`config.mk`:
```
export PLATFORM = sky130hd
export DESIGN_NAME = wb_burst_reader_flat
export DESIGN_NICKNAME = d
export VERILOG_FILES = /design/src/rtl/wb_pkg.sv /design/src/rtl/wshb_if.sv /design/src/rtl/sync_fifo.sv /design/src/rtl/wb_burst_reader.sv /design/src/flat_wrapper.sv
export SDC_FILE = /design/constraint.sdc
export NUM_CORES = 1
export LEC_CHECK = 0
export CORE_ASPECT_RATIO = 2
export CORE_MARGIN = 4
export CORE_UTILIZATION = 50
export CTS_BUF_LIST = sky130_fd_sc_hd__clkbuf_8 sky130_fd_sc_hd__clkbuf_16
export CTS_CLUSTER_SIZE = 10
export DETAILED_ROUTE_END_ITERATION = 10
export GPL_TIMING_DRIVEN = 0
export MAX_ROUTING_LAYER = met4
export PLACE_DENSITY_LB_ADDON = 0.1
export SLEW_MARGIN = 5
export SYNTH_ARGS = -nofsm -noshare
export SYNTH_HDL_FRONTEND = slang
export SYNTH_SLANG_ARGS = --single-unit
```
`constraint.sdc`:
```
create_clock -name clk -period 3.37 [get_ports clk]
set_clock_uncertainty 0.05 [all_clocks]
set_input_delay 0.674 -clock clk [delete_from_list [all_inputs] [get_ports clk]]
set_output_delay 0.674 -clock clk [all_outputs]
set_load 0.02 [all_outputs]
```
`src/rtl/wb_pkg.sv`:
```
// Types and constants shared by the Wishbone burst reader and its testbench:
// the reader FSM states and the Wishbone cycle-type (cti) encodings.
package wb_pkg;

    typedef enum logic [1:0] {
        IDLE      = 2'd0,
        WAIT_ROOM = 2'd1,
        BURST     = 2'd2
    } state_t;

    localparam logic [2:0] CLASSIC = 3'b000;
    localparam logic [2:0] INCR    = 3'b010;
    localparam logic [2:0] EOB     = 3'b111;

endpackage

```
`src/rtl/wshb_if.sv`:
```
// Wishbone B4 registered-feedback bus: 32-bit data, byte address, cti/bte burst tags.
interface wshb_if;
    logic        cyc;
    logic        stb;
    logic        we;
    logic [3:0]  sel;
    logic [31:0] adr;
    logic [31:0] dat_ms;
    logic [31:0] dat_sm;
    logic        ack;
    logic [2:0]  cti;
    logic [1:0]  bte;

    modport master (
        output cyc, stb, we, sel, adr, dat_ms, cti, bte,
        input  dat_sm, ack
    );

    modport slave (
        input  cyc, stb, we, sel, adr, dat_ms, cti, bte,
        output dat_sm, ack
    );
endinterface

```
`src/rtl/sync_fifo.sv`:
```
// Single-clock show-ahead FIFO: rd_data always presents the oldest word, so a
// word written on one edge is visible on the next cycle with no extra read stage.
module sync_fifo #(
    parameter  int DATA_W = 32,
    parameter  int DEPTH  = 32,
    localparam int AW     = $clog2(DEPTH)
) (
    input  logic              clk,
    input  logic              rst,
    input  logic              wr_en,
    input  logic [DATA_W-1:0] wr_data,
    input  logic              rd_en,
    output logic [DATA_W-1:0] rd_data,
    output logic              full,
    output logic              empty,
    output logic [AW:0]       count
);
    logic [DATA_W-1:0] mem [DEPTH];
    logic [AW-1:0]     wr_ptr_reg;
    logic [AW-1:0]     rd_ptr_reg;
    logic [AW:0]       count_reg;
    logic              push;
    logic              pop;

    assign empty = (count_reg == '0);
    assign full  = (count_reg == (AW+1)'(DEPTH));
    assign count = count_reg;
    assign pop   = rd_en && !empty;
    // A pop frees a slot in the same edge, so a full FIFO may still accept a push.
    assign push  = wr_en && (!full || pop);

    always_ff @(posedge clk) begin
        if (push)
            mem[wr_ptr_reg] <= wr_data;
    end

    assign rd_data = mem[rd_ptr_reg];

    always_ff @(posedge clk or posedge rst) begin
        if (rst) begin
            wr_ptr_reg <= '0;
            rd_ptr_reg <= '0;
            count_reg  <= '0;
        end else begin
            if (push)
                wr_ptr_reg <= wr_ptr_reg + AW'(1);
            if (pop)
                rd_ptr_reg <= rd_ptr_reg + AW'(1);
            case ({push, pop})
                2'b10:   count_reg <= count_reg + (AW+1)'(1);
                2'b01:   count_reg <= count_reg - (AW+1)'(1);
                default: count_reg <= count_reg;
            endcase
        end
    end
endmodule

```
`src/rtl/wb_burst_reader.sv`:
```
// Reads nb_words consecutive 32-bit words over Wishbone incrementing bursts and
// streams them out through a FIFO; a burst is only launched once it fits entirely.
module wb_burst_reader
    import wb_pkg::*;
#(
    parameter int BURST_LEN  = 16,
    parameter int CNT_W      = 16,
    parameter int FIFO_DEPTH = 2 * BURST_LEN
) (
    input  logic             clk,
    input  logic             rst,
    wshb_if.master           wb_m,
    input  logic             start,
    input  logic [31:0]      base_adr,
    input  logic [CNT_W-1:0] nb_words,
    output logic             busy,
    output logic             done,
    output logic [31:0]      dout,
    output logic             dout_valid,
    input  logic             dout_ready
);
    localparam int BW = $clog2(BURST_LEN) + 1;
    localparam int FW = $clog2(FIFO_DEPTH) + 1;

    state_t           state_reg;
    logic [31:0]      adr_reg;
    logic [CNT_W-1:0] remaining_reg;
    logic [BW-1:0]    beat_reg;
    logic             cyc_reg;
    logic [2:0]       cti_reg;
    logic             busy_reg;
    logic             done_reg;

    logic [CNT_W-1:0] beats;
    logic             room_ok;
    logic [FW-1:0]    fifo_count;
    logic             fifo_full;
    logic             fifo_empty;
    logic             push;

    assign beats   = (remaining_reg > CNT_W'(BURST_LEN)) ? CNT_W'(BURST_LEN) : remaining_reg;
    assign room_ok = !fifo_full &&
                     ((32'(FIFO_DEPTH) - 32'(fifo_count)) >= 32'(beats));
    // stb equals cyc here, so gating with cyc_reg drops acks outside a burst.
    assign push    = cyc_reg && wb_m.ack;

    always_ff @(posedge clk or posedge rst) begin
        if (rst) begin
            state_reg     <= IDLE;
            adr_reg       <= '0;
            remaining_reg <= '0;
            beat_reg      <= '0;
            cyc_reg       <= 1'b0;
            cti_reg       <= CLASSIC;
            busy_reg      <= 1'b0;
            done_reg      <= 1'b0;
        end else begin
            done_reg <= 1'b0;
            unique case (state_reg)
                IDLE: begin
                    if (start) begin
                        if (nb_words == '0) begin
                            done_reg <= 1'b1;
                        end else begin
                            adr_reg       <= base_adr;
                            remaining_reg <= nb_words;
                            busy_reg      <= 1'b1;
                            state_reg     <= WAIT_ROOM;
                        end
                    end
                end
                WAIT_ROOM: begin
                    if (room_ok) begin
                        state_reg <= BURST;
                        cyc_reg   <= 1'b1;
                        beat_reg  <= BW'(beats);
                        cti_reg   <= (beats == CNT_W'(1)) ? EOB : INCR;
                    end
                end
                BURST: begin
                    if (wb_m.ack) begin
                        adr_reg       <= adr_reg + 32'd4;
                        remaining_reg <= remaining_reg - CNT_W'(1);
                        beat_reg      <= beat_reg - BW'(1);
                        // Tag the upcoming beat as end-of-burst one ack ahead.
                        if (beat_reg == BW'(2))
                            cti_reg <= EOB;
                        if (beat_reg == BW'(1)) begin
                            cyc_reg <= 1'b0;
                            cti_reg <= CLASSIC;
                            if (remaining_reg == CNT_W'(1)) begin
                                state_reg <= IDLE;
                                busy_reg  <= 1'b0;
                                done_reg  <= 1'b1;
                            end else begin
                                state_reg <= WAIT_ROOM;
                            end
                        end
                    end
                end
                default: state_reg <= IDLE;
            endcase
        end
    end

    assign wb_m.cyc    = cyc_reg;
    assign wb_m.stb    = cyc_reg;
    assign wb_m.we     = 1'b0;
    assign wb_m.sel    = 4'hF;
    assign wb_m.bte    = 2'b00;
    assign wb_m.dat_ms = '0;
    assign wb_m.adr    = adr_reg;
    assign wb_m.cti    = cti_reg;

    assign busy       = busy_reg;
    assign done       = done_reg;
    assign dout_valid = !fifo_empty;

    sync_fifo #(
        .DATA_W (32),
        .DEPTH  (FIFO_DEPTH)
    ) u_fifo (
        .clk     (clk),
        .rst     (rst),
        .wr_en   (push),
        .wr_data (wb_m.dat_sm),
        .rd_en   (dout_ready),
        .rd_data (dout),
        .full    (fifo_full),
        .empty   (fifo_empty),
        .count   (fifo_count)
    );
endmodule

```
`src/flat_wrapper.sv`:
```
// flat-port wrapper written by rule: the top's interface ports become plain ports
module wb_burst_reader_flat import wb_pkg::*;
#(
    parameter int BURST_LEN  = 16,
    parameter int CNT_W      = 16,
    parameter int FIFO_DEPTH = 2 * BURST_LEN
)
  (clk, rst, start, base_adr, nb_words, busy, done, dout, dout_valid, dout_ready, wb_m_cyc, wb_m_stb, wb_m_we, wb_m_sel, wb_m_adr, wb_m_dat_ms, wb_m_cti, wb_m_bte, wb_m_dat_sm, wb_m_ack);
  wshb_if wb_m_i ();
  input  logic clk;
  input  logic rst;
  input  logic start;
  input  logic [31:0] base_adr;
  input  logic [CNT_W-1:0] nb_words;
  output logic busy;
  output logic done;
  output logic [31:0] dout;
  output logic dout_valid;
  input  logic dout_ready;
  output wire logic [$bits(wb_m_i.cyc)-1:0] wb_m_cyc;
  output wire logic [$bits(wb_m_i.stb)-1:0] wb_m_stb;
  output wire logic [$bits(wb_m_i.we)-1:0] wb_m_we;
  output wire logic [$bits(wb_m_i.sel)-1:0] wb_m_sel;
  output wire logic [$bits(wb_m_i.adr)-1:0] wb_m_adr;
  output wire logic [$bits(wb_m_i.dat_ms)-1:0] wb_m_dat_ms;
  output wire logic [$bits(wb_m_i.cti)-1:0] wb_m_cti;
  output wire logic [$bits(wb_m_i.bte)-1:0] wb_m_bte;
  input wire logic [$bits(wb_m_i.dat_sm)-1:0] wb_m_dat_sm;
  input wire logic [$bits(wb_m_i.ack)-1:0] wb_m_ack;
  assign wb_m_cyc = wb_m_i.cyc;
  assign wb_m_stb = wb_m_i.stb;
  assign wb_m_we = wb_m_i.we;
  assign wb_m_sel = wb_m_i.sel;
  assign wb_m_adr = wb_m_i.adr;
  assign wb_m_dat_ms = wb_m_i.dat_ms;
  assign wb_m_cti = wb_m_i.cti;
  assign wb_m_bte = wb_m_i.bte;
  assign wb_m_i.dat_sm = wb_m_dat_sm;
  assign wb_m_i.ack = wb_m_ack;
  wb_burst_reader #(.BURST_LEN(BURST_LEN), .CNT_W(CNT_W), .FIFO_DEPTH(FIFO_DEPTH)) u_core (.clk(clk), .rst(rst), .wb_m(wb_m_i), .start(start), .base_adr(base_adr), .nb_words(nb_words), .busy(busy), .done(done), .dout(dout), .dout_valid(dout_valid), .dout_ready(dout_ready));
endmodule
```
==> results of run 1 <==
## kinds of logic after synthesis
| group | after synthesis | synth area share, % |
|---|---|---|
| buffers and inverters | 170 | 1.915 |
| xor gates and xnor gates | 15 | 0.2978 |
| and+or+nand+nor | 244 | 2.672 |
| muxes | 355 | 17.23 |
| other | 2 | 0.01703 |
| AOI/OAI and AO/OA | 212 | 2.868 |
| adders and majority gates | 34 | 0.9815 |
| DFF | 1100 | 74.02 |
## synthesized netlist by cell type, types with 3 or more instances
cell type  number  area share [%]
edfxtp_1     1024              70
mux4_2        320              16
a21oi_1        83            0.94
dfrtp_1        76             4.3
nand2_1        72            0.61
nor2_1         69            0.59
clkbuf_1       67            0.57
buf_4          41            0.70
o21ai_0        35            0.40
ha_1           33            0.94
mux2_2         32            0.82
buf_2          30            0.34
nand3_1        24            0.27
inv_1          21            0.18
nand4_1        20            0.28
o22ai_1        19            0.27
o21ai_1        15            0.17
xnor2_1        12            0.24
nor3_1         11            0.12
buf_1           9           0.077
a21o_1          8            0.14
a22oi_1         6            0.10
a31oi_1         6           0.085
nor4_1          6           0.085
or3_1           6           0.085
a2bb2oi_1       5           0.099
and2_1          5           0.071
and3_1          5           0.071
o211ai_1        5           0.085
and4_1          4           0.079
nand2b_1        4           0.057
a32oi_1         3           0.060
nand3b_1        3           0.051
or4_1           3           0.051
xor2_1          3           0.060
## per-layer routing
metal / global-route usage, % / wire [um]
met5: - / 0
met4: 10.06 / 5380
met3: 3.723 / 7443
met2: 51.83 / 72830
met1: 30.24 / 41520
## report_power, final
part	switching [uW]	total (uW)	leakage, uW	internal [uW]
Sequential	728	16900	0.0101	16200
Clock	5070	11500	0.00187	6440
Combinational	9810	19100	0.00611	9250
Total	15600	47500	0.0181	31900
## cell type report
| cell class | count | area share, % |
|---|---|---|
| Sequential cell | 1100 | 60.39 |
| Multi-Input combinational cell | 910 | 20.84 |
| Timing Repair Buffer | 300 | 7.192 |
| Clock buffer | 123 | 5.672 |
| Tap cell | 1162 | 2.689 |
| Buffer | 143 | 2.501 |
| Clock inverter | 66 | 0.5577 |
| Inverter | 21 | 0.1504 |
| Antenna cell | 1 | 0.004628 |
## cell usage in the layout (no fill, tap or decap), types with 6 or more instances in the layout
cell type and instances:
xnor2_1 12, buf_12 77, clkbuf_1 30, dfrtp_1 73
conb_1 50, buf_4 96, o22ai_1 19, buf_2 10
ha_1 31, nand4_1 20, o21ai_1 16, nand2_2 6
nor2_4 32, buf_6 35, mux4_2 320, edfxtp_1 1024
o21ai_0 33, clkbuf_8 7, nor3_1 11, clkdlybuf4s50_1 124
clkbuf_4 16, or3_1 6, inv_1 78, a22oi_1 6
a21oi_1 80, a21o_1 8, mux2_2 6, nor2_1 37
nand2_1 66, nand3_1 24, buf_16 22, clkbuf_16 132
mux2_4 26, clkbuf_2 11
## path summary, 6_finish.rpt
| path | from | to | slack, ns | cells past startpoint |
|---|---|---|---|---|
| max in group asynchronous | rst | u_core.wb_m.adr[15] | 2.38 | 3 |
| hold reg to reg | u_core.wb_m.adr[0] | u_core.wb_m.adr[0] | 0.43 | 2 |
| setup reg to reg | u_core.remaining_reg[10] | u_core.beat_reg[3] | 0.11 | 13 |
| hold / removal | rst | u_core.wb_m.cti[1] | 0.22 | 2 |
| setup / recovery | u_core.u_fifo.rd_ptr_reg[0] | dout[15] | -0.62 | 8 |
| min in group clk | u_core.wb_m.adr[0] | u_core.wb_m.adr[0] | 0.43 | 2 |
## worst reg2reg max path, cell delays in order (launching register included)
cell and delay [ns]:
dfrtp_1 0.43, nor4_4 0.33, nand4b_1 0.27, a21oi_2 0.28
nand2_2 0.12, ha_1 0.32, a211oi_1 0.22, o21ai_1 0.12
a221oi_2 0.36, o32a_4 0.25, buf_4 0.12, buf_4 0.11
a22o_1 0.12, a21oi_1 0.04
## timing repair
item                       4_1_cts  5_1_grt
gates cloned                    11       10
pin swaps                       29        8
setup endpoints to repair     1035       41
resized for setup              438       56
setup buffers                   76       19
## per-stage QoR
| stage | worst slack, ns | instances |
|---|---|---|
| finish | -0.6154 | 3826 |
| CTS | -0.6853 | 3807 |
| global route | -0.6560 | 3826 |
| global placement | -3.573 | 3498 |
| floorplan | -0.1150 | 2180 |
| detailed placement | -1.626 | 3532 |
==> results.md, run 1 <==
- Peak supply drop: 0.7334 mV
- Crit path cell chain: buf_12, buf_16, buf_12, clkbuf_16, mux4_2, mux4_2, mux2_4, buf_6
- Average wire per cell in the routed design: 33.24 um
- Buffer levels on the longest clock path: 3
- Routed Antenna Nets: 0
- Pwr Total: 47,460 uW
- Fin crit share: 118.3%
- H-tree depth: 3
- Fmax: 250.9 MHz
- Number of buffers created by CTS: 120
- Global route total overflow: 0
- WS Path Type: flop to output pin
- Nets: 2,715
- CP top delay family: multiplexers
- Number of flip-flops in the largest register: 1,024
- Antenna violations before repair: 1
- Leak pwr: 0.01808 uW
- Detailed-placement wirelength estimate: 81,520 um
- Slew @ Worst Pin: 1.244 ns
- Synth Flop Type: edfxtp_1
- Sequential share of the synthesized area: 74.02%
- DRT iter0 DRCs: 2,400
- Mean Syn Cell Area: 20.69 sq um
- Worst Hold Margin: 0.2178 ns
- Io pins: 196
- P per Cell Area: 877.7 mW/mm^2
- Worst-skew pair later-pin latency: 0.72 ns
- Largest net degree at the start of global routing: 58
- Crit path buf inv count: 5
- Fillers: 6,135
- Final instance area: 0.05407 sq mm
- RSZ-0062 raised after global routing: true
- Post-Synthesis Cells: 2,132
- Post-synth ARST share: 6.909%
- Post-synth EDFFs: 1,024
- Vias in the first global route: 24,850
- Core outline area: 0.08729 sq mm
- CTS clk-pin slew, worst paths: 0.06 ns
- Final Setup Violations: 32
- WP data arrival: 3.26 ns
- Die area: 0.09332 sq mm
- Area growth syn-to-layout: 22.58%
- Slew Viols, Final: 0
- First-pass GRT wire length: 178,700 um
- Crit path launch type: flop
- Failing checks: setup timing
- Fraction of layout cells with a size suffix above 1: 31.32%
- Hold Vio Cnt, Final: 0
- Die H: 428.0 um
- Clock Tree Root: clkbuf_16
- Drt total wl: 127,200 um
- Drt drc: 0
- Final core utilization: 61.94%
- GRT Total Usage: 27.89%
- Multi-input gate area: 0.01127 sq mm
- Crit path capture type: output pin
- Die Width: 218.0 um
- Slowest stage cell, crit path: mux4_2
- Outcome: finished with violations
- WP data required: 2.65 ns
- Row count: 153
- Starting Density: 50.53%
- HP Class: input port to asynchronous set/reset pin
- CTS sink count: 1,100
- Setup TNS: -18.31 ns
- Via count: 23,800
- Vias per cell: 6.220
- Tmin final: 3.985 ns
- Cts hold-fix bufs: 0
- Register area: 0.03266 sq mm
- Synth warnings: 0
- Slowest stage delay, CP: 0.51 ns
- Final GP Congestion: 0.8692
- CTS tree: yes
- Synth Cell Area: 0.04411 sq mm
- Port buffer count: 156
- Drt pass-1 iters: 7
- Placed Instance Area: 0.04824 sq mm
- Flops & latches, synth: 1,100
- Relative slew margins: 17.04%
- Netlist cell types: 69
- CP max FO: 5
- Max Cap Viol: 0
- PnR worst setup slack: -0.6154 ns
Power figures use the tool's default switching activity.
==> run 2, diff against run 1 <==
--- a/config.mk
+++ b/config.mk
@@ -14,6 +14,7 @@
 export GPL_TIMING_DRIVEN = 0
 export MAX_ROUTING_LAYER = met4
 export PLACE_DENSITY_LB_ADDON = 0.1
+export REMOVE_ABC_BUFFERS = 1
 export SLEW_MARGIN = 5
 export SYNTH_ARGS = -nofsm -noshare
 export SYNTH_HDL_FRONTEND = slang
==> run 2 against run 1 <==
- critical path type unchanged
- via count decreased by 1.3%
- clock power is essentially flat
- the run still ends with setup timing left
- hold slack improved by 0.087 ns
- die area did not move
- combinational power decreased by 7%
- count of clock-buffer cells in the layout shrank 1
- non-clock buffer count is 93 lower
==> results.md, run 2 (synthesized netlist as in run 1, its figures left out) <==
- Number of flip-flops in the largest register: 1,024 (unchanged)
- Final Setup Violations: 32 (unchanged)
- Crit path capture type: output pin
- Tmin final: 3.958 ns (-0.02742 ns)
- Slew @ Worst Pin: 1.123 ns (-0.1216 ns)
- Area growth syn-to-layout: 22.96%
- Die H: 428.0 um (unchanged)
- Die Width: 218.0 um (unchanged)
- Starting Density: 50.53% (unchanged)
- Drt drc: 0 (unchanged)
- Clock Tree Root: clkbuf_16
- Vias per cell: 6.315 (+1.5%)
- WP data arrival: 3.23 ns (-0.03 ns)
- CTS clk-pin slew, worst paths: 0.06 ns (about the same)
- HP Class: input port to asynchronous set/reset pin
- WS Path Type: flop to output pin
- PnR worst setup slack: -0.5880 ns (+0.02742 ns)
- DRT iter0 DRCs: 2,159 (-10%)
- Number of buffers created by CTS: 119 (-0.83%)
- Port buffer count: 156 (unchanged)
- WP data required: 2.65 ns (about the same)
- Row count: 153 (unchanged)
- Die area: 0.09332 sq mm (unchanged)
- Drt pass-1 iters: 7 (unchanged)
- Fraction of layout cells with a size suffix above 1: 30.18% (-1.1 points)
- Nets: 2,621 (-3.5%)
- Average wire per cell in the routed design: 31.98 um (-3.8%)
- Most frequent cells in the layout: edfxtp_1 (1,024), mux4_2 (320), clkbuf_16 (128)
- CP max FO: 6 (+1)
- Final core utilization: 62.13% (+0.19 points)
- P per Cell Area: 857.0 mW/mm^2 (-2.4%)
- CTS sink count: 1,100 (unchanged)
- Global route total overflow: 0 (unchanged)
- Largest net degree at the start of global routing: 65 (+12%)
- Buffer levels on the longest clock path: 3 (unchanged)
- Relative slew margins: 24.92% (+7.9 points)
- Antenna violations before repair: 3 (+2)
- H-tree depth: 3 (unchanged)
- Cts hold-fix bufs: 0 (unchanged)
- Detailed-placement wirelength estimate: 66,010 um (-19%)
- Commonest non-fill, non-tap cell in the layout: edfxtp_1
- Failing checks: setup timing
- Routed Antenna Nets: 0 (unchanged)
- Fin crit share: 117.4% (-0.81 points)
- First-pass GRT wire length: 169,400 um (-5.2%)
- Core outline area: 0.08729 sq mm (unchanged)
- Max Cap Viol: 0 (unchanged)
- GRT Total Usage: 26.02% (-1.9 points)
- Crit path launch type: flop
- Fmax: 252.7 MHz (+0.69%)
- Final GP Congestion: 0.8538 (-1.8%)
- Leak pwr: 0.01793 uW (-0.80%)
- Vias in the first global route: 24,490 (-1.4%)
- Peak supply drop: 0.6906 mV (-5.8%)
- Hold Vio Cnt, Final: 0 (unchanged)
- RSZ-0062 raised after global routing: true
- Finished Layout Cells: 3,720 (-2.8%)
- Slew Viols, Final: 0 (unchanged)
- Drt total wl: 118,900 um (-6.5%)
- Register area: 0.03267 sq mm (about the same)
- Worst-skew pair later-pin latency: 0.72 ns (about the same)
- CTS tree: yes
- Placed cell count: 3,424 (-3.1%)
- Io pins: 196 (unchanged)
- Fillers: 6,033 (-1.7%)
- Outcome: finished with violations
- Via count: 23,490 (-1.3%)
- Multi-input gate area: 0.01122 sq mm (-0.40%)
## run 2: changes by cell type in the layout (fill, tap and decap cells not counted), sizes merged
cell,delta
buf,-34
bufbuf,+8
clkbuf,-68
diode,+2
inv,-14
## run 2: final timing paths
path	start	to	slack, ns	depth (start not counted)
max	u_core.u_fifo.rd_ptr_reg[0]	dout[29]	-0.59	7
min	rst	u_core.wb_m.adr[24]	0.30	2
max reg2reg	u_core.u_fifo.count[0]	u_core.u_fifo.count[5]	0.18	13
min reg2reg	u_core.wb_m.adr[1]	u_core.wb_m.adr[1]	0.44	2
max in group asynchronous	rst	u_core.u_fifo.count[3]	2.34	3
min in group clk	u_core.wb_m.adr[1]	u_core.wb_m.adr[1]	0.44	2
## run 2: metal layers
metal / track usage, % / up-vias / share of wire [%] / wire length (um)
li1: - / 9540 / - / -
met3: 3.943 / 256 / 6.6 / 7909
met1: 32.04 / 12550 / 36 / 43230
met5: - / - / 0 / 0
met2: 44.85 / 1146 / 54 / 63930
met4: 7.900 / 0 / 3.3 / 3882
## run 2: final cells by class
type	instances	area share, %
clock inverter	52	0.4014
tap	1162	2.681
clock buffer	122	5.629
sequential	1100	60.24
inverter	21	0.1499
timing repair buffer	350	10.19
multi-input combinational	910	20.70
antenna	3	0.01384
## run 2: repair_timing
action | 4_1_cts | 5_1_grt
endpoints found under the setup margin | 1077 | 293
cloned | 32 | 6
resized for setup | 236 | 42
pin swaps | 15 | 8
buffers inserted | 62 | 22
## run 2: metrics by stage
step / hold slack (ns) / TNS [ns] / setup slack (ns) / total power [uW] / cell area, sq um
finish: 0.3044 / -16.71 / -0.5880 / 46480 / 54240
global route: 0.3379 / -18.56 / -0.6335 / 48320 / 54240
CTS: 0.2845 / -18.33 / -0.6701 / 46230 / 53770
detailed placement: 0.4203 / -886.97 / -1.307 / 32230 / 48630
global placement: 0.4155 / -4181.21 / -13.50 / 27600 / 46540
floorplan: 0.4440 / -444.52 / -8.557 / 25090 / 43520
## run 2: worst max-delay path: stages, from the launching register on
cell	delay (ns)
dfrtp_4	0.48
buf_16	0.17
buf_12	0.15
buf_16	0.14
mux4_2	0.57
mux4_2	0.54
mux2_2	0.30
buf_6	0.14
## run 2: report_power, final
group / switching [uW] / internal (uW) / total, uW
Clock: 4990 / 6360 / 11400
Sequential: 1270 / 16200 / 17400
Combinational: 8310 / 9380 / 17700
